==> src/rtl/riscv_imm_pkg.sv <==
`default_nettype none
// ============================================================================
//  Module      : riscv_imm_pkg
//  Description : RV32I immediate-format codes and the per-format mask of the
//                instruction bits that carry the immediate. Shared by the
//                immediate extender and the immediate encoder.
//  Revision    : 1.0  initial release
// ============================================================================
package riscv_imm_pkg;

    localparam logic [1:0] IMM_I = 2'b00;
    localparam logic [1:0] IMM_S = 2'b01;
    localparam logic [1:0] IMM_B = 2'b10;
    localparam logic [1:0] IMM_J = 2'b11;

    // Instruction bits owned by the immediate for each format.
    function automatic logic [31:0] imm_mask(input logic [1:0] immsrc);
        logic [31:0] m;
        case (immsrc)
            IMM_I:        m = 32'hFFF0_0000;   // [31:20]
            IMM_S, IMM_B: m = 32'hFE00_0F80;   // [31:25], [11:7]
            default:      m = 32'hFFFF_F000;   // [31:12]
        endcase
        return m;
    endfunction

endpackage
`default_nettype wire

==> src/rtl/imm_pack.sv <==
`default_nettype none
// ============================================================================
//  Module      : imm_pack
//  Description : Combinational packer. Scatters a signed byte-offset
//                immediate into the I/S/B/J field positions of a base
//                instruction and flags range / alignment problems.
//  Revision    : 1.0  initial release
// ============================================================================
module imm_pack
    import riscv_imm_pkg::*;
(
    input  logic [1:0]  immsrc,
    input  logic [31:0] imm,
    input  logic [31:0] base,
    output logic [31:0] instr,
    output logic [1:0]  err
);

    logic [31:0] w_field;
    logic        w_range_err;
    logic        w_align_err;

    // Field placement and error detection per immediate format.
    always_comb begin
        w_field     = '0;
        w_range_err = 1'b0;
        w_align_err = 1'b0;
        case (immsrc)
            IMM_I: begin
                w_field[31:20] = imm[11:0];
                w_range_err    = (imm[31:11] != {21{imm[11]}});
            end
            IMM_S: begin
                w_field[31:25] = imm[11:5];
                w_field[11:7]  = imm[4:0];
                w_range_err    = (imm[31:11] != {21{imm[11]}});
            end
            IMM_B: begin
                w_field[31]    = imm[12];
                w_field[30:25] = imm[10:5];
                w_field[11:8]  = imm[4:1];
                w_field[7]     = imm[11];
                w_range_err    = (imm[31:12] != {20{imm[12]}});
                w_align_err    = imm[0];
            end
            default: begin
                w_field[31]    = imm[20];
                w_field[30:21] = imm[10:1];
                w_field[20]    = imm[11];
                w_field[19:12] = imm[19:12];
                w_range_err    = (imm[31:20] != {12{imm[20]}});
                w_align_err    = imm[0];
            end
        endcase
    end

    // Immediate bits of the base are discarded before the field is merged in.
    assign instr = (base & ~imm_mask(immsrc)) | w_field;
    assign err   = {w_align_err, w_range_err};

endmodule
`default_nettype wire

==> src/rtl/imm_encoder.sv <==
`default_nettype none
// ============================================================================
//  Module      : imm_encoder
//  Description : Two-stage valid/ready pipeline packing signed immediates
//                into RV32I instruction words, tagging each emitted word with
//                a sequential byte address and a sticky error summary.
//  Revision    : 1.0  initial release
// ============================================================================
module imm_encoder
    import riscv_imm_pkg::*;
#(
    parameter int                 ADDR_W    = 32,
    parameter logic [ADDR_W-1:0]  BASE_ADDR = '0
) (
    input  logic              clk,
    input  logic              reset_n,
    input  logic              in_valid,
    output logic              in_ready,
    input  logic [1:0]        in_immsrc,
    input  logic [31:0]       in_imm,
    input  logic [31:0]       in_base,
    output logic              out_valid,
    input  logic              out_ready,
    output logic [31:0]       out_instr,
    output logic [1:0]        out_err,
    output logic [ADDR_W-1:0] out_addr,
    output logic              err_sticky
);

    // Stage 1: captured request
    logic        r_s1_valid;
    logic [1:0]  r_s1_immsrc;
    logic [31:0] r_s1_imm;
    logic [31:0] r_s1_base;

    // Stage 2: encoded result driving the output ports
    logic              r_s2_valid;
    logic [31:0]       r_out_instr;
    logic [1:0]        r_out_err;
    logic [ADDR_W-1:0] r_out_addr;
    logic              r_err_sticky;

    logic        w_adv2;
    logic        w_out_fire;
    logic [31:0] w_pack_instr;
    logic [1:0]  w_pack_err;

    // Stage 2 may load whenever it is empty or being drained this edge;
    // stage 1 may load whenever it is empty or moving into stage 2.
    assign w_adv2     = !r_s2_valid || out_ready;
    assign in_ready   = !r_s1_valid || w_adv2;
    assign w_out_fire = r_s2_valid && out_ready;

    imm_pack u_pack (
        .immsrc (r_s1_immsrc),
        .imm    (r_s1_imm),
        .base   (r_s1_base),
        .instr  (w_pack_instr),
        .err    (w_pack_err)
    );

    // Stage 1 request register: refills whenever it can pass its content on.
    always_ff @(posedge clk) begin
        if (!reset_n) begin
            r_s1_valid  <= 1'b0;
            r_s1_immsrc <= IMM_I;
            r_s1_imm    <= '0;
            r_s1_base   <= '0;
        end else if (in_ready) begin
            r_s1_valid <= in_valid;
            if (in_valid) begin
                r_s1_immsrc <= in_immsrc;
                r_s1_imm    <= in_imm;
                r_s1_base   <= in_base;
            end
        end
    end

    // Stage 2 result register: loads the packed word, holds while stalled.
    always_ff @(posedge clk) begin
        if (!reset_n) begin
            r_s2_valid  <= 1'b0;
            r_out_instr <= '0;
            r_out_err   <= '0;
        end else if (w_adv2) begin
            r_s2_valid <= r_s1_valid;
            if (r_s1_valid) begin
                r_out_instr <= w_pack_instr;
                r_out_err   <= w_pack_err;
            end
        end
    end

    // Address of the word currently presented; steps once per handshake.
    always_ff @(posedge clk) begin
        if (!reset_n) begin
            r_out_addr <= BASE_ADDR;
        end else if (w_out_fire) begin
            r_out_addr <= r_out_addr + ADDR_W'(4);
        end
    end

    // Sticky error: latches any error bit of a word actually handed off.
    always_ff @(posedge clk) begin
        if (!reset_n) begin
            r_err_sticky <= 1'b0;
        end else if (w_out_fire && (r_out_err != 2'b00)) begin
            r_err_sticky <= 1'b1;
        end
    end

    assign out_valid  = r_s2_valid;
    assign out_instr  = r_out_instr;
    assign out_err    = r_out_err;
    assign out_addr   = r_out_addr;
    assign err_sticky = r_err_sticky;

endmodule
`default_nettype wire
==> config.mk <==
export PLATFORM = sky130hd
export DESIGN_NAME = imm_encoder
export DESIGN_NICKNAME = d
export VERILOG_FILES = /design/src/rtl/riscv_imm_pkg.sv /design/src/rtl/imm_pack.sv /design/src/rtl/imm_encoder.sv
export SDC_FILE = /design/constraint.sdc
export NUM_CORES = 1
export LEC_CHECK = 0
export ABC_CLOCK_PERIOD_IN_PS = 2100
export CAP_MARGIN = 25
export CORE_ASPECT_RATIO = 0.9
export CORE_UTILIZATION = 35
export DETAILED_ROUTE_END_ITERATION = 7
export PLACE_DENSITY = 0.67
export SLEW_MARGIN = 20
export SYNTH_ARGS = -nofsm -noshare
export SYNTH_HDL_FRONTEND = slang
export SYNTH_SLANG_ARGS = --single-unit
==> constraint.sdc <==
create_clock -name clk -period 2.1 [get_ports clk]
set_input_delay 0.42 -clock clk [delete_from_list [all_inputs] [get_ports clk]]
set_output_delay 0.42 -clock clk [all_outputs]
set_load 0.02 [all_outputs]
==> reports/summary.txt, run 1 <==
status: completed
CP Capture Type: output pin
Startpoint Class: input port
worst reg2reg startpoint: out_addr[11]
commonest non-fill, non-tap cell in the layout: nand2_1
number of global-route vias before repair: 4,616
Hold-fix buffers, CTS: 0
layout cell share with drive strength beyond 1: 0.0923
largest buffer count on any clock path: 2
Worst Path Arrival: 1590 ps
Via Count: 4,582
WS Path Type: in2out
# Max-Cap Violations: 0
final layout net count: 822
Antenna Cells: 0
CTS tree: yes
DP Wirelength: 9340 µm
Yosys reg bits: 126
chip width: 132 µm
cts bufs inserted: 17
die area: 0.0158 mm²
row cnt: 42
detailed router's first-iteration violation count: 230
post-synthesis mux area share: 0.0150
H-tree depth: 4
Internal: 4.37 mW
Pwr per Cell Area: 762 mW/mm²
xor/xnor cell area share of the yosys netlist: 0.0327
I/O Buffers: 129
Synth Cell Area: 0.00536 mm²
worst skew pair latency: 420 ps
post-route setup slack: 94.6 ps
adder-cell share of the synthesized area: 0.0117
initial antenna violation count: 0
gp weighted congestion: 0.772
Netlist cell types: 48
startpoint of the lowest-slack hold path: reset_n
crit path from: out_ready
post-synthesis cell count: 615
ANT nets after route: 0
Leak: 2.84 nW
Hold WS: 407 ps
dpl cell area: 0.00699 mm²
wire length per cell: 13.9 µm
starting density of the core: 0.361
design area: 0.00752 mm²
top_reg_cell synth: dfxtp_1
Root Driver: clkbuf_16
Synth async-reset ratio: 0
Peak VDD IR: 578 µV
GRT overflow: 0
Remaining DRCs: 0
compound-gate portion of the synthesized area: 0.178
min Tclk post-route: 2010 ps
highest clock rate: 0.499 GHz
Req. time, crit path: 1680 ps
DRT Pass-1 Iters: 4
largest net degree at the start of global routing: 54
sw frac: 0.237
Comb pwr share: 0.102
Mapped Avg Cell Area: 8.71 µm²
Final Setup Violations: 0
Placement Setup Slack: -197 ps
Hold WC Path Type: in2reg
routed wire length: 13,300 µm
Tcrit/Tclk final: 0.955
Vias/cell: 4.79
first-pass GRT wire length: 22,400 µm
Sink Count: 126
Ports: 139
post-synthesis sequential area ratio: 0.471
Setup Skew: 7.16 ps
Final Max Slew Viols: 0
Filler Cell Count: 1,375
Synth Warn #: 0
GRT Resource Usage Total: 0.180
Clk pwr share: 0.451
total core area: 0.0148 mm²
most frequent cells in the layout: nand2_1, clkdlybuf4s50_1, dfxtp_1
Post-synth EDFFs: 0
die height: 119 µm
area growth from synthesis to layout: 40.4%
Fin. Hold Viols: 0
CP Max Fanout: 4
Seq pwr share: 0.447
main combinational cell family by area after synthesis: simple AND/OR/NAND/NOR gates
Final Core Density: 0.507
NetSw: 1.36 mW
clock slew at reported path FFs: 60 ps
post-synthesis simple-gate area fraction: 0.257
## final cells by class
| class | instances | area, µm² | area share |
|---|---|---|---|
| Sequential cell | 126 | 2520 | 0.336 |
| Multi-Input combinational cell | 446 | 2670 | 0.355 |
| Tap cell | 198 | 248 | 0.0329 |
| Timing Repair Buffer | 152 | 1550 | 0.206 |
| Inverter | 4 | 15.0 | 0.00200 |
| Clock inverter | 7 | 40.0 | 0.00532 |
| Clock buffer | 23 | 478 | 0.0636 |
## layer usage
layer	wire, µm	vias to the layer above	GRT usage	share of wire
met5	0	-	0	0
met4	178	0	0.0654	0.013
met3	704	15	0.0558	0.053
met2	6040	111	0.289	0.45
met1	6370	2105	0.226	0.48
li1	-	2351	-	-
## worst max-delay path, stage by stage
cell             delay (ps)
clkdlybuf4s50_1         510
nor2b_2                 190
nand2_1                 120
dlygate4sd2_1           340
## through the flow
step | TNS, ps | total power [mW] | std cells
4_1_cts | 0 | 5.80 | 955
5_1_grt | -9.79 | 5.98 | 956
3_5_place_dp | -1430 | 3.20 | 925
6_report | 0 | 5.73 | 956
2_1_floorplan | 0 | 2.89 | 616
3_3_place_gp | -992 | 3.19 | 925
## repair_timing
action,in CTS,in global routing
buffers inserted,0,1
pin swaps,0,1
setup endpoints to repair,1,2
resized for setup,1,2
## power groups by stage
stage	Combinational (mW)	Sequential (mW)	Clock (mW)
floorplan	0.258	2.63	0
global placement	0.577	2.61	0
detailed placement	0.584	2.61	0
CTS	0.588	2.56	2.65
global route	0.641	2.57	2.76
finish	0.582	2.56	2.58
## kinds of logic (layout without fill, tap and decap cells)
group	count (synthesis)	in the layout
AND/OR/NAND/NOR	284	284
AO/OA/AOI/OAI	127	127
flip-flops	126	126
buffers and inverters	44	186
XOR/XNOR	20	20
multiplexers	8	8
adder cells (fa/ha/maj)	5	5
other	1	2
## flip-flops by register name (all words and copies together), names as in the netlist
signal and count:
err_sticky 1, out_addr 30, out_err 2, out_instr 32
out_valid 1, r_s1_base 25, r_s1_imm 32, r_s1_immsrc 2
r_s1_valid 1
## cell usage after synthesis (all sizes together), types with 7 or more instances
| library cell | instances | area, µm² |
|---|---|---|
| mux2i | 8 | 80.1 |
| nand4 | 9 | 71.3 |
| or3 | 8 | 50.1 |
| buf | 8 | 47.5 |
| and2 | 19 | 119 |
| o211a | 9 | 90.1 |
| nand3 | 13 | 82.6 |
| nor3b | 8 | 60.1 |
| nor2 | 15 | 58.8 |
| nor2b | 10 | 62.6 |
| a21boi | 84 | 631 |
| o21ai | 10 | 50.1 |
| xnor2 | 15 | 131 |
| nand2 | 175 | 657 |
| and3 | 7 | 46.3 |
| dfxtp | 126 | 2520 |
| clkbuf | 32 | 120 |
## path summary, 6_finish.rpt
check	cells after the start	to	slack [ps]
setup / recovery	4	in_ready	90
setup reg to reg	7	out_addr[28]	180
hold reg to reg	2	out_instr[31]	460
hold / removal	2	out_instr[13]	410
No activity file was read; power rests on OpenSTA's default activity.
==> inputs of run 2 (changes only) <==
Settings changed: MAX_ROUTING_LAYER from default to met4.
==> run 2 against run 1 <==
Compared with the run above:
- wire length about the same
- hold slack worse by 0.65 ps
- total power about the same
- fmax up 0.51%
- critical path type unchanged
==> reports/summary.txt, run 2 (synthesized netlist as in run 1, its figures left out) <==
Hold WC Path Type: in2reg (unchanged)
CP Max Fanout: 4 (unchanged)
Pwr per Cell Area: 761 mW/mm² (was 762 mW/mm²)
wire length per cell: 13.9 µm (about the same)
Filler Cell Count: 1,375 (unchanged)
Vias/cell: 4.78 (was 4.79)
FF/Latch Area: 0.00252 mm² (unchanged)
I/O Buffers: 129 (unchanged)
commonest non-fill, non-tap cell in the layout: nand2_1 (unchanged)
DP Wirelength: 9340 µm (unchanged)
most frequent cells in the layout: nand2_1, clkdlybuf4s50_1, dfxtp_1 (unchanged)
die area: 0.0158 mm² (unchanged)
largest buffer count on any clock path: 2 (unchanged)
Remaining DRCs: 0 (unchanged)
total core area: 0.0148 mm² (unchanged)
Tcrit/Tclk final: 0.950 (was 0.955)
R2R depth: 7 (unchanged)
Setup Skew: 9.98 ps (was 7.16 ps)
worst skew pair latency: 420 ps (about the same)
routed wire length: 13,300 µm (about the same)
final layout net count: 822 (unchanged)
Sink Count: 126 (unchanged)
layout cell share with drive strength beyond 1: 0.0923 (unchanged)
worst hold stages: 2 (unchanged)
Worst Path Arrival: 1580 ps (was 1590 ps)
starting density of the core: 0.361 (unchanged)
Reg2Reg Setup Slack: 180 ps (about the same)
final total negative setup slack: 0 ps (unchanged)
Req. time, crit path: 1680 ps (about the same)
worst reg2reg startpoint: out_addr[11] (unchanged)
Peak VDD IR: 574 µV (was 578 µV)
startpoint of the lowest-slack hold path: reset_n (unchanged)
H-tree depth: 4 (unchanged)
hold path endpoint: out_instr[13] (unchanged)
row cnt: 42 (unchanged)
initial antenna violation count: 0 (unchanged)
NetSw: 1.35 mW (was 1.36 mW)
gp weighted congestion: 0.783 (was 0.772)
Final Setup Violations: 0 (unchanged)
CP Capture Type: output pin (unchanged)
clock slew at reported path FFs: 60 ps (about the same)
Fin. Hold Viols: 0 (unchanged)
Via Count: 4,573 (was 4,582)
Internal: 4.37 mW (about the same)
number of global-route vias before repair: 4,625 (was 4,616)
DRT Pass-1 Iters: 4 (unchanged)
first-pass GRT wire length: 22,400 µm (about the same)
GRT Resource Usage Total: 0.185 (was 0.180)
Comb pwr share: 0.102 (about the same)
highest clock rate: 0.501 GHz (was 0.499 GHz)
die height: 119 µm (unchanged)
reg2reg end: out_addr[28] (unchanged)
Ports: 139 (unchanged)
Antenna Cells: 0 (unchanged)
# Max-Cap Violations: 0 (unchanged)
Startpoint Class: input port (unchanged)
CTS tree: yes (unchanged)
area growth from synthesis to layout: 40.4% (unchanged)
WS Path Type: in2out (unchanged)
chip width: 132 µm (unchanged)
detailed router's first-iteration violation count: 228 (was 230)
sw frac: 0.236 (was 0.237)
Final Power: 5.73 mW (about the same)
min Tclk post-route: 2000 ps (was 2010 ps)
area occupied by multi-input gates: 0.00267 mm² (unchanged)
cts bufs inserted: 17 (unchanged)
largest net degree at the start of global routing: 54 (unchanged)
Root Driver: clkbuf_16 (unchanged)
Hold-fix buffers, CTS: 0 (unchanged)
Final Max Slew Viols: 0 (unchanged)
Clk pwr share: 0.451 (about the same)
ANT nets after route: 0 (unchanged)
status: completed (unchanged)
Seq pwr share: 0.448 (was 0.447)
GRT overflow: 0 (unchanged)
Leak: 2.84 nW (unchanged)
-- run 2: cell counts in the layout (fill, tap and decap cells not counted) --
Identical to the previous run, type by type.
-- run 2: worst max path at each step --
stage / start / endpoint / slack (ps) / cells past startpoint
floorplan: out_addr[2] / out_addr[28] / 180 / 6
global placement: out_ready / out_addr[21] / -170 / 7
detailed placement: out_ready / out_addr[31] / -200 / 7
global route: out_addr[11] / out_addr[27] / -10 / 7
CTS: out_ready / in_ready / 100 / 4
finish: out_ready / in_ready / 100 / 4
-- run 2: critical path, stage by stage --
cell and delay (ps):
clkdlybuf4s50_1 510, nor2b_2 180, nand2_1 120, dlygate4sd2_1 340
-- run 2: cell type report --
type,count,area share
multi-input cells,446,0.355
flip-flops and latches,126,0.336
inverters,4,0.00200
well taps,198,0.0329
clock buffers,23,0.0636
repair buffers,152,0.206
clock inverters,7,0.00532
-- run 2: power groups by stage --
stage	Sequential (mW)	Clock (mW)	Combinational [mW]
floorplan	2.63	0	0.258
global placement	2.61	0	0.577
detailed placement	2.61	0	0.584
CTS	2.56	2.65	0.588
global route	2.57	2.76	0.641
finish	2.56	2.58	0.583
-- run 2: routing by layer --
layer	up-vias	GRT usage	wire (µm)
li1	2352	-	-
met4	0	0.0654	133
met3	11	0.0528	611
met1	2106	0.227	6480
met5	-	-	0
met2	104	0.288	6060
-- run 2: what timing repair did --
item                                    CTS  global route
cloned                                    0             0
resized for setup                         1             2
buffers inserted                          0             1
endpoints found under the setup margin    1             2
pin swaps                                 0             1
-- run 2: per-stage QoR --
step                instances  cell area, µm²  utilization  worst slack [ps]  hold slack [ps]
floorplan                 616            5360            -               176              439
global placement          925            6990        0.472              -168              446
detailed placement        925            6990        0.472              -197              457
CTS                       955            7510        0.507              97.7              388
global route              956            7520        0.507             -9.78              409
finish                    956            7520        0.507               105              406
==> inputs of run 3 (changes only) <==
Settings changed: CORE_UTILIZATION 35 to 45, PLACE_DENSITY 0.67 to 0.81.
==> run 3 against run 2 <==
Compared with the run above:
- sequential power about the same
- setup slack better by 4.8 ps
- first-iteration DRC count increased by 93%
- register-to-register slack barely moved
- via count increased by 3.5%
- die area decreased by 22%
- highest routed layer unchanged
- clock skew is 0.67 ps lower
- largest cell class unchanged
- combinational power fell by 2%
==> reports/summary.txt, run 3 (synthesized netlist as in run 1, its figures left out) <==
gp weighted congestion: 0.901 (was 0.783)
highest clock rate: 0.502 GHz (was 0.501 GHz)
CTS tree: yes (unchanged)
max incr delay on CP: 670 ps (was 510 ps)
detailed router's first-iteration violation count: 440 (was 228)
DP Wirelength: 9220 µm (was 9340 µm)
commonest non-fill, non-tap cell in the layout: nand2_1 (unchanged)
Startpoint Class: flop (was input port)
Vias/cell: 5.18 (was 4.78)
row cnt: 37 (was 42)
Pwr per Cell Area: 814 mW/mm² (was 761 mW/mm²)
crit path from: out_addr[14] (was out_ready)
Setup Skew: 9.32 ps (was 9.98 ps)
Tcrit/Tclk final: 0.948 (was 0.950)
wire length per cell: 14.7 µm (was 13.9 µm)
R2R depth: 6 (was 7)
Ports: 139 (unchanged)
GRT Resource Usage Total: 0.235 (was 0.185)
# Max-Cap Violations: 0 (unchanged)
Hold WC Path Type: reg2reg (was in2reg)
largest net degree at the start of global routing: 127 (was 54)
Root Driver: clkbuf_16 (unchanged)
final layout net count: 820 (was 822)
GRT overflow: 0 (unchanged)
reg2reg end: out_addr[31] (was out_addr[28])
Final Max Slew Viols: 0 (unchanged)
design area: 0.00751 mm² (was 0.00752 mm²)
cts bufs inserted: 17 (unchanged)
Leak: 2.85 nW (was 2.84 nW)
starting density of the core: 0.465 (was 0.361)
crit path buf inv count: 1 (was 2)
RSZ-0062 raised after global routing: no
Final Core Density: 0.652 (was 0.507)
dpl cell area: 0.00690 mm² (was 0.00699 mm²)
slew at the pin closest to its max-slew limit: 664 ps
total core area: 0.0115 mm² (was 0.0148 mm²)
Placement Setup Slack: -134 ps (was -197 ps)
clock slew at reported path FFs: 50 ps (was 60 ps)
die height: 105 µm (was 119 µm)
initial antenna violation count: 0 (unchanged)
WS Path Type: reg2out (was in2out)
number of global-route vias before repair: 4,648 (was 4,625)
Antenna Cells: 0 (unchanged)
min Tclk post-route: 1990 ps (was 2000 ps)
CP Max Fanout: 6 (was 4)
Slew headroom: 0.557
ANT nets after route: 0 (unchanged)
Remaining DRCs: 0 (unchanged)
Worst Path Arrival: 1570 ps (was 1580 ps)
Worst path top cell family by delay: buffers and inverters (unchanged)
H-tree depth: 4 (unchanged)
status: completed (unchanged)
Final Setup Violations: 0 (unchanged)
worst reg2reg startpoint: out_addr[10] (was out_addr[11])
Via Count: 4,734 (was 4,573)
area growth from synthesis to layout: 40.3% (was 40.4%)
Reg2Reg Setup Slack: 190 ps (was 180 ps)
chip width: 117 µm (was 132 µm)
WP depth: 1 (was 4)
most frequent cells in the layout: nand2_1, clkdlybuf4s50_1, dfxtp_1 (unchanged)
worst setup path end: out_addr[14] (was in_ready)
worst skew pair latency: 420 ps (about the same)
Critical-path top delay cell: clkdlybuf4s50_1 (unchanged)
DRT Pass-1 Iters: 4 (unchanged)
I/O Buffers: 129 (unchanged)
Peak VDD IR: 685 µV (was 574 µV)
CP Cell Sequence: clkdlybuf4s50_1 (was clkdlybuf4s50_1 -> nor2b_2 -> nand2_1 -> dlygate4sd2_1)
routed wire length: 13,400 µm (was 13,300 µm)
layout cell share with drive strength beyond 1: 0.0923 (unchanged)
Post-CTS Setup Bufs: 0 (unchanged)
first-pass GRT wire length: 21,700 µm (was 22,400 µm)
Sink Count: 126 (unchanged)
Req. time, crit path: 1680 ps (about the same)
CP Capture Type: output pin (unchanged)
die area: 0.0123 mm² (was 0.0158 mm²)
largest buffer count on any clock path: 2 (unchanged)
post-route setup slack: 110 ps (was 105 ps)
Fin. Hold Viols: 0 (unchanged)
==> run 3: cell count changes in the layout (fill, tap and decap cells not counted), moves of 2 or more <==
| cell | before | now |
|---|---|---|
| clkbuf_8 | 3 | 1 |
| buf_12 | 7 | 5 |
| clkbuf_1 | 3 | 1 |
| clkinv_2 | 5 | 2 |
| clkinv_4 | 0 | 3 |
| clkinvlp_4 | 2 | 4 |
| bufinv_16 | 0 | 3 |
==> run 3: power by group <==
part           internal [mW]  total (mW)  leakage [nW]  switching, mW
combinational          0.296       0.573          1.54          0.276
sequential              2.49        2.57          1.03         0.0748
clock                   1.90        2.98         0.286           1.08
==> run 3: repair_timing <==
action | in CTS | in global routing
setup endpoints to repair | 1 | 0
hold buffers | 0 | 0
resized for setup | 1 | 0
==> run 3: through the flow <==
stage / hold WS (ps) / power (mW) / TNS [ps] / std cells
floorplan: 439 / 2.89 / 0 / 616
global placement: 448 / 3.16 / -419 / 882
detailed placement: 458 / 3.18 / -856 / 882
CTS: 467 / 6.17 / 0 / 914
global route: 487 / 6.34 / 0 / 914
finish: 462 / 6.12 / 0 / 914
==> run 3: cell type report <==
class / count / area [µm²]
clock buffer: 19 / 443
clock inverter: 13 / 165
fill: 939 / 4020
inverter: 4 / 15.0
multi-input combinational: 446 / 2670
sequential: 126 / 2520
tap: 156 / 195
timing repair buffer: 150 / 1510
==> run 3: metal layers <==
metal	routed length, µm	GRT usage
met1	5950	0.285
met4	256	0.0931
met3	679	0.0489
met2	6500	0.380
met5	0	-
==> run 3: how the worst min path moves through the flow <==
stage	from	endpoint	depth (start not counted)
after CTS	r_s1_imm[9]	r_s1_imm[9]	2
after global placement	r_s1_imm[5]	out_instr[25]	2
after detailed placement	r_s1_imm[9]	r_s1_imm[9]	2
after floorplan	r_s1_base[10]	r_s1_base[10]	2
after global routing	r_s1_base[1]	out_instr[1]	2
final	r_s1_base[12]	r_s1_base[12]	2
